<file path="config.mk">
export PLATFORM = sky130hd
export DESIGN_NAME = mc_controller
export DESIGN_NICKNAME = d
export VERILOG_FILES = /design/src/rtl/mc_pkg.sv /design/src/rtl/mc_controller_alu_decoder.sv /design/src/rtl/mc_controller.sv
export SDC_FILE = /design/constraint.sdc
export NUM_CORES = 1
export LEC_CHECK = 0
export CELL_PAD_IN_SITES_DETAIL_PLACEMENT = 2
export CELL_PAD_IN_SITES_GLOBAL_PLACEMENT = 2
export CORE_MARGIN = 2
export CORE_UTILIZATION = 26
export CTS_CLUSTER_SIZE = 28
export DETAILED_ROUTE_END_ITERATION = 8
export PLACE_DENSITY_LB_ADDON = 0.1
export SETUP_SLACK_MARGIN = 0.15
export SYNTH_ARGS = -nofsm -noshare
export SYNTH_HDL_FRONTEND = slang
export SYNTH_SLANG_ARGS = --single-unit
</file>
<file path="constraint.sdc">
create_clock -name clk_i -period 3.1 [get_ports clk_i]
set_input_delay 0.62 -clock clk_i [delete_from_list [all_inputs] [get_ports clk_i]]
set_output_delay 0.62 -clock clk_i [all_outputs]
set_load 0.05 [all_outputs]
</file>
<file path="src/rtl/mc_pkg.sv">
// Shared encodings for the multicycle MIPS controller: FSM states, opcodes,
// funct codes, ALU controls, mux selects and error codes.
package mc_pkg;

  typedef enum logic [3:0] {
    FETCH   = 4'd0,
    DECODE  = 4'd1,
    MEMADR  = 4'd2,
    MEMRD   = 4'd3,
    MEMWB   = 4'd4,
    MEMWR   = 4'd5,
    EXECUTE = 4'd6,
    ALUWB   = 4'd7,
    BRANCH  = 4'd8,
    ADDIEX  = 4'd9,
    ADDIWB  = 4'd10,
    JUMP    = 4'd11,
    HALT    = 4'd12
  } state_t;

  localparam logic [5:0] OP_RTYPE = 6'b000000;
  localparam logic [5:0] OP_LW    = 6'b100011;
  localparam logic [5:0] OP_SW    = 6'b101011;
  localparam logic [5:0] OP_BEQ   = 6'b000100;
  localparam logic [5:0] OP_BNE   = 6'b000101;
  localparam logic [5:0] OP_ADDI  = 6'b001000;
  localparam logic [5:0] OP_J     = 6'b000010;

  localparam logic [5:0] FN_ADD = 6'b100000;
  localparam logic [5:0] FN_SUB = 6'b100010;
  localparam logic [5:0] FN_AND = 6'b100100;
  localparam logic [5:0] FN_OR  = 6'b100101;
  localparam logic [5:0] FN_SLT = 6'b101010;

  localparam logic [2:0] ALU_AND = 3'b000;
  localparam logic [2:0] ALU_OR  = 3'b001;
  localparam logic [2:0] ALU_ADD = 3'b010;
  localparam logic [2:0] ALU_SUB = 3'b110;
  localparam logic [2:0] ALU_SLT = 3'b111;

  localparam logic [1:0] ALUOP_ADD   = 2'b00;
  localparam logic [1:0] ALUOP_SUB   = 2'b01;
  localparam logic [1:0] ALUOP_FUNCT = 2'b10;

  localparam logic [1:0] SRCB_B      = 2'b00;
  localparam logic [1:0] SRCB_FOUR   = 2'b01;
  localparam logic [1:0] SRCB_IMM    = 2'b10;
  localparam logic [1:0] SRCB_IMM_SH = 2'b11;

  localparam logic [1:0] PCSRC_ALU    = 2'b00;
  localparam logic [1:0] PCSRC_ALUOUT = 2'b01;
  localparam logic [1:0] PCSRC_JUMP   = 2'b10;

  localparam logic [1:0] ERR_NONE    = 2'b00;
  localparam logic [1:0] ERR_ILLEGAL = 2'b01;
  localparam logic [1:0] ERR_TIMEOUT = 2'b10;

  function automatic logic is_wait_state(input state_t s);
    return (s == FETCH) || (s == MEMRD) || (s == MEMWR);
  endfunction

endpackage

</file>
<file path="src/rtl/mc_controller_alu_decoder.sv">
// Combinational ALU control decode from aluop and funct; flags unsupported funct
// codes when the funct field is being decoded.
module alu_decoder
  import mc_pkg::*;
(
  input  logic [1:0] aluop,
  input  logic [5:0] funct,
  output logic [2:0] alu_control,
  output logic       illegal
);

  always_comb begin
    alu_control = ALU_ADD;
    illegal     = 1'b0;
    case (aluop)
      ALUOP_SUB: alu_control = ALU_SUB;
      ALUOP_FUNCT: begin
        case (funct)
          FN_ADD:  alu_control = ALU_ADD;
          FN_SUB:  alu_control = ALU_SUB;
          FN_AND:  alu_control = ALU_AND;
          FN_OR:   alu_control = ALU_OR;
          FN_SLT:  alu_control = ALU_SLT;
          default: illegal = 1'b1;
        endcase
      end
      default: alu_control = ALU_ADD;
    endcase
  end

endmodule

</file>
<file path="src/rtl/mc_controller.sv">
// Multicycle MIPS control FSM with memory-ready wait states, timeout and sticky HALT.
// Optional bne support is enabled by defining MC_BNE_EN.
module mc_controller
  import mc_pkg::*;
#(
  parameter int MEM_TIMEOUT = 16
) (
  input  logic       clk_i,
  input  logic       reset_i,
  input  logic [5:0] op_i6,
  input  logic [5:0] funct_i6,
  input  logic       zero_i,
  input  logic       mem_ready_i,
  output logic       mem_req_o,
  output logic       mem_write_o,
  output logic       iord_o,
  output logic       ir_write_o,
  output logic       pc_en_o,
  output logic       reg_write_o,
  output logic       reg_dst_o,
  output logic       mem_to_reg_o,
  output logic       alu_src_a_o,
  output logic [1:0] alu_src_b_o2,
  output logic [1:0] pc_src_o2,
  output logic [2:0] alu_control_o3,
  output logic [1:0] err_o2,
  output logic [3:0] state_o4
);

  localparam int CW = (MEM_TIMEOUT > 0) ? $clog2(MEM_TIMEOUT + 1) : 1;
  localparam logic [CW-1:0] CNT_LAST = CW'(MEM_TIMEOUT - 1);

  state_t        state, state_nxt;
  logic [CW-1:0] cnt, cnt_nxt;
  logic [1:0]    err, err_nxt;

  logic       bne_en;
  logic       is_bne;
  logic       waiting;
  logic       expired;
  logic       funct_illegal;
  logic [2:0] alu_control;
  logic [1:0] aluop;

  logic       mem_req, mem_write, iord, ir_write, pc_write, branch;
  logic       reg_write, reg_dst, mem_to_reg, alu_src_a;
  logic [1:0] alu_src_b, pc_src;
  logic       br_taken;

`ifdef MC_BNE_EN
  assign bne_en = 1'b1;
`else
  assign bne_en = 1'b0;
`endif

  assign is_bne  = bne_en && (op_i6 == OP_BNE);
  assign waiting = is_wait_state(state);
  // A ready arriving in the limit cycle completes the access instead of timing out.
  assign expired = (MEM_TIMEOUT != 0) && waiting && !mem_ready_i && (cnt == CNT_LAST);

  alu_decoder u_alu_decoder (
    .aluop       (aluop),
    .funct       (funct_i6),
    .alu_control (alu_control),
    .illegal     (funct_illegal)
  );

  always_comb begin
    state_nxt = state;
    err_nxt   = err;
    case (state)
      FETCH: begin
        if (mem_ready_i) state_nxt = DECODE;
        else if (expired) begin
          state_nxt = HALT;
          err_nxt   = ERR_TIMEOUT;
        end
      end
      DECODE: begin
        case (op_i6)
          OP_LW, OP_SW: state_nxt = MEMADR;
          OP_RTYPE:     state_nxt = EXECUTE;
          OP_BEQ:       state_nxt = BRANCH;
          OP_ADDI:      state_nxt = ADDIEX;
          OP_J:         state_nxt = JUMP;
          default: begin
            if (is_bne) state_nxt = BRANCH;
            else begin
              state_nxt = HALT;
              err_nxt   = ERR_ILLEGAL;
            end
          end
        endcase
      end
      MEMADR: state_nxt = (op_i6 == OP_LW) ? MEMRD : MEMWR;
      MEMRD, MEMWR: begin
        if (mem_ready_i) state_nxt = (state == MEMRD) ? MEMWB : FETCH;
        else if (expired) begin
          state_nxt = HALT;
          err_nxt   = ERR_TIMEOUT;
        end
      end
      EXECUTE: begin
        if (funct_illegal) begin
          state_nxt = HALT;
          err_nxt   = ERR_ILLEGAL;
        end else begin
          state_nxt = ALUWB;
        end
      end
      ADDIEX: state_nxt = ADDIWB;
      MEMWB, ALUWB, ADDIWB, BRANCH, JUMP: state_nxt = FETCH;
      HALT:    state_nxt = HALT;
      default: state_nxt = HALT;
    endcase
  end

  // Counter only runs while a wait state is stalled, so it is zero on every entry.
  assign cnt_nxt = (waiting && !mem_ready_i && !expired) ? cnt + 1'b1 : '0;

  always_ff @(posedge clk_i or posedge reset_i) begin
    if (reset_i) begin
      state <= FETCH;
      cnt   <= '0;
      err   <= ERR_NONE;
    end else begin
      state <= state_nxt;
      cnt   <= cnt_nxt;
      err   <= err_nxt;
    end
  end

  always_comb begin
    mem_req    = 1'b0;
    mem_write  = 1'b0;
    iord       = 1'b0;
    ir_write   = 1'b0;
    pc_write   = 1'b0;
    branch     = 1'b0;
    reg_write  = 1'b0;
    reg_dst    = 1'b0;
    mem_to_reg = 1'b0;
    alu_src_a  = 1'b0;
    alu_src_b  = SRCB_B;
    pc_src     = PCSRC_ALU;
    aluop      = ALUOP_ADD;
    case (state)
      FETCH: begin
        mem_req   = 1'b1;
        alu_src_b = SRCB_FOUR;
        ir_write  = mem_ready_i;
        pc_write  = mem_ready_i;
      end
      DECODE: alu_src_b = SRCB_IMM_SH;
      MEMADR, ADDIEX: begin
        alu_src_a = 1'b1;
        alu_src_b = SRCB_IMM;
      end
      MEMRD: begin
        mem_req = 1'b1;
        iord    = 1'b1;
      end
      MEMWB: begin
        reg_write  = 1'b1;
        mem_to_reg = 1'b1;
      end
      MEMWR: begin
        mem_req   = 1'b1;
        mem_write = 1'b1;
        iord      = 1'b1;
      end
      EXECUTE: begin
        alu_src_a = 1'b1;
        aluop     = ALUOP_FUNCT;
      end
      ALUWB: begin
        reg_write = 1'b1;
        reg_dst   = 1'b1;
      end
      ADDIWB: reg_write = 1'b1;
      BRANCH: begin
        alu_src_a = 1'b1;
        aluop     = ALUOP_SUB;
        pc_src    = PCSRC_ALUOUT;
        branch    = 1'b1;
      end
      JUMP: begin
        pc_src   = PCSRC_JUMP;
        pc_write = 1'b1;
      end
      default: begin
        mem_req = 1'b0;
      end
    endcase
  end

  assign br_taken = is_bne ? ~zero_i : zero_i;

  // Reset gates every output combinationally so an in-flight access is dropped at once.
  assign mem_req_o      = mem_req & ~reset_i;
  assign mem_write_o    = mem_write & ~reset_i;
  assign iord_o         = iord & ~reset_i;
  assign ir_write_o     = ir_write & ~reset_i;
  assign pc_en_o        = (pc_write | (branch & br_taken)) & ~reset_i;
  assign reg_write_o    = reg_write & ~reset_i;
  assign reg_dst_o      = reg_dst & ~reset_i;
  assign mem_to_reg_o   = mem_to_reg & ~reset_i;
  assign alu_src_a_o    = alu_src_a & ~reset_i;
  assign alu_src_b_o2   = reset_i ? 2'b00 : alu_src_b;
  assign pc_src_o2      = reset_i ? 2'b00 : pc_src;
  assign alu_control_o3 = reset_i ? 3'b000 : alu_control;
  assign err_o2         = reset_i ? 2'b00 : err;
  assign state_o4       = reset_i ? 4'd0 : state;

endmodule
</file>
==> impl_summary.log <==
INFO  metric status = completed
INFO  metric worstMarginPinSlew = 0.555 ns
INFO  metric critical_path_capture_point_type = output pin
INFO  metric wire_length_of_the_first_global_routing_pass = 7500 microns
INFO  metric drt_pre_antenna_iters = 4
INFO  metric worst_clock_skew = 0.00400 ns
INFO  metric power_density = 854 mW/mm^2
INFO  metric max-clock-path-buffers = 2
INFO  metric timing_worst_setup_path_type = reg -> out
INFO  metric clock_latency = 0.24 ns
INFO  metric synth_unique_cells = 55
INFO  metric detailed_place_hpwl = 3710 microns
INFO  metric maximum_number_of_pins_on_one_net_before_global_route_repair = 24
INFO  metric synth_top_cells_by_count = 19 x sky130_fd_sc_hd__nor2_1, 11 x sky130_fd_sc_hd__dfrtp_1, 10 x sky130_fd_sc_hd__inv_1
INFO  metric maxSlewHeadroom = 62.7%
INFO  metric synthesis.area = 0.00126 sq mm
INFO  metric fmax = 355 MHz
INFO  metric tritoncts_clock_tree = yes
INFO  metric die_width = 73.6 microns
INFO  metric areaGrowthSynthToFinish = 58.6%
INFO  metric postSynth.topFlopCell = sky130_fd_sc_hd__dfrtp_1
INFO  metric globalplace.congestion = 0.863
INFO  metric cell_types_with_the_largest_area_share_after_synthesis = sky130_fd_sc_hd__dfrtp_1 22%, sky130_fd_sc_hd__nor2_1 5.7%, sky130_fd_sc_hd__ha_1 5.0%, sky130_fd_sc_hd__nand2b_1 4.5%, sky130_fd_sc_hd__xnor2_1 3.5%
INFO  metric post_route_cells_drive_above_1_share = 26.2%
INFO  metric post_synth_inst_count = 164
INFO  metric unrepaired_setup_endpoints_after_global_routing = no
INFO  metric combinational_family_with_the_most_area_after_synthesis = simple AND/OR/NAND/NOR gates
INFO  metric max_cap_violations = 0
INFO  metric synth_compound_area_share = 23.4%
INFO  metric fin_hold_viols = 0
INFO  metric cts.sinks = 11
INFO  metric synthDominantCellAreaShare = 21.8%
INFO  metric setup_violations = 0
INFO  metric clock_slew_at_reported_path_ffs = 0.05 ns
INFO  metric cts_root_buf = sky130_fd_sc_hd__clkbuf_8
INFO  metric grt_pass1_vias = 1,532
INFO  metric synthesis.yosys.warnings = 0
INFO  metric avgViaCountPerCell = 5.48
INFO  metric placement.io_buffers = 37
INFO  metric floorplan.rows = 25
INFO  metric wp_data_arrival = 2.20 ns
INFO  metric via_count = 1,403
INFO  metric ctsHtreeMaxLevel = 1
INFO  metric synth_nets = 185
INFO  metric vdd_drop_max = 0.000356 V
INFO  metric detailedRoute.firstIterationViolations = 72
INFO  metric synth_seq_area_share = 21.8%
INFO  metric fraction_of_the_mapped_netlist_area_in_adder_cells = 5.75%
INFO  metric final_nets = 224
INFO  metric path_max_fanout = 14
INFO  metric fp.coreArea = 0.00469 sq mm
INFO  metric yosys.cell_count.top_type = sky130_fd_sc_hd__nor2_1
INFO  metric design.die.area = 0.00542 sq mm
INFO  metric setup-tns-final = 0 ns
INFO  metric syn_area_cell = 7.69 sq um
INFO  metric cp-start-kind = register
INFO  metric dieHeight = 73.6 microns
INFO  metric design.portCount = 38
INFO  metric timing.final.crit_period = 2.82 ns
INFO  metric timing.reg2reg.setup_slack = 0.91 ns
INFO  metric synthSimpleGateAreaFrac = 34.7%
INFO  metric routed_wirelength = 4560 microns
INFO  metric synth_edf_count = 0
INFO  metric cts_setup_buffers = 0
INFO  metric ant_diodes = 0
INFO  metric gr-total-overflow = 0
INFO  metric synth_top_cell_by_area = sky130_fd_sc_hd__dfrtp_1
INFO  metric cp_data_required_time = 2.48 ns
INFO  metric start_util = 26.9%
INFO  metric avgRoutedWirePerCell = 17.8 microns
INFO  metric ys_ff_latch = 11
INFO  metric detail_route.drc_violations = 0
INFO  metric leakage = 0.000780 uW
INFO  metric layout.cell_area.non_filler = 0.00200 sq mm
INFO  metric cell_area_after_placement = 0.00194 sq mm
INFO  metric number_of_pins_exceeding_their_max_slew_limit_in_the_final_report = 0
INFO  metric ant_nets = 0
INFO  metric ys_async_sr_fraction = 100%
INFO  metric multiplexer_area_fraction_after_synthesis = 3.27%
INFO  metric synth_area_in_xor_xnor = 4.17%
INFO  metric tritoncts.num_buffers = 3
INFO  metric grt_use_total = 17.8%
INFO  metric fin_util = 42.6%
INFO  metric layout_worst_path_cycle_share = 90.8%
INFO  metric grt_antenna_before_repair = 0
INFO  metric min-delay-path-class = reg -> reg
## registers in the layout (all words and copies together), names as in the netlist
signal / count
cnt: 5
err: 2
state: 4
## per-stage QoR
step | instances | hold slack [ns] | total power (uW) | setup slack (ns)
floorplan | 164 | 0.433 | 1060 | 0.0734
global placement | 252 | 0.452 | 1520 | 0.493
detailed placement | 252 | 0.472 | 1570 | 0.376
CTS | 256 | 0.478 | 1720 | 0.184
global route | 256 | 0.506 | 1830 | 0.187
finish | 256 | 0.475 | 1710 | 0.284
## metal layers
layer	vias to the layer above	routed length [microns]	global-route usage, %
li1	679	-	-
met1	694	1890	21.9
met2	23	2500	32.5
met3	7	99	1.10
met4	0	76	5.86
met5	-	0	0
## cell usage in the layout (no fill, tap or decap), types with 5 or more instances in the layout
cell type | synthesis | layout
sky130_fd_sc_hd__a21oi_1 | 6 | 6
sky130_fd_sc_hd__buf_12 | 0 | 21
sky130_fd_sc_hd__buf_4 | 1 | 8
sky130_fd_sc_hd__clkdlybuf4s50_1 | 0 | 15
sky130_fd_sc_hd__dfrtp_1 | 11 | 10
sky130_fd_sc_hd__inv_1 | 10 | 10
sky130_fd_sc_hd__nand2_1 | 9 | 9
sky130_fd_sc_hd__nand2b_1 | 9 | 9
sky130_fd_sc_hd__nand3_1 | 5 | 5
sky130_fd_sc_hd__nor2_1 | 19 | 18
sky130_fd_sc_hd__nor3_1 | 8 | 8
sky130_fd_sc_hd__o21ai_0 | 5 | 5
sky130_fd_sc_hd__or2_2 | 5 | 5
sky130_fd_sc_hd__xnor2_1 | 5 | 5
## cell families (layout without fill, tap and decap cells)
logic type	Yosys count	in the layout
XOR/XNOR	6	6
multiplexers	4	4
flip-flops	11	11
AO/OA/AOI/OAI	39	39
adder cells (fa/ha/maj)	6	6
AND/OR/NAND/NOR	77	77
buffers and inverters	21	59
## power by group
group,switching (uW),internal [uW]
clock,53.5,90.2
combinational,773,559
sequential,41.1,191
## worst max-delay path: stages (launching register included)
cell and delay, ns:
sky130_fd_sc_hd__dfrtp_2 0.47, sky130_fd_sc_hd__buf_4 0.21, sky130_fd_sc_hd__nand4bb_4 0.28, sky130_fd_sc_hd__inv_1 0.14
sky130_fd_sc_hd__ha_2 0.24, sky130_fd_sc_hd__inv_1 0.11, sky130_fd_sc_hd__nor4_4 0.33, sky130_fd_sc_hd__buf_12 0.18
## path summary, 6_finish.rpt
check                      cells after the start      from                 to
setup reg to reg                               7    cnt[0]             err[1]
hold / removal                                 1    cnt[0]             cnt[0]
max in group asynchronous                      3   reset_i           state[3]
hold reg to reg                                1    cnt[0]             cnt[0]
min in group asynchronous                      3   reset_i           state[2]
setup / recovery                               7  state[3]  alu_control_o3[0]
## final cells by class
class                      instances  area [sq um]
fill                             539          2690
tap                               54          67.6
sequential                        11           277
timing repair buffer              44           631
clock buffer                       4          45.0
multi-input combinational        132           940
inverter                          11          41.3
## repair_timing
item | CTS | global route
hold endpoints to repair | 0 | 0
setup endpoints to repair | 0 | 3
gates resized for setup | 0 | 4
hold buffers | 0 | 0
(Power assumes the default switching activity.)
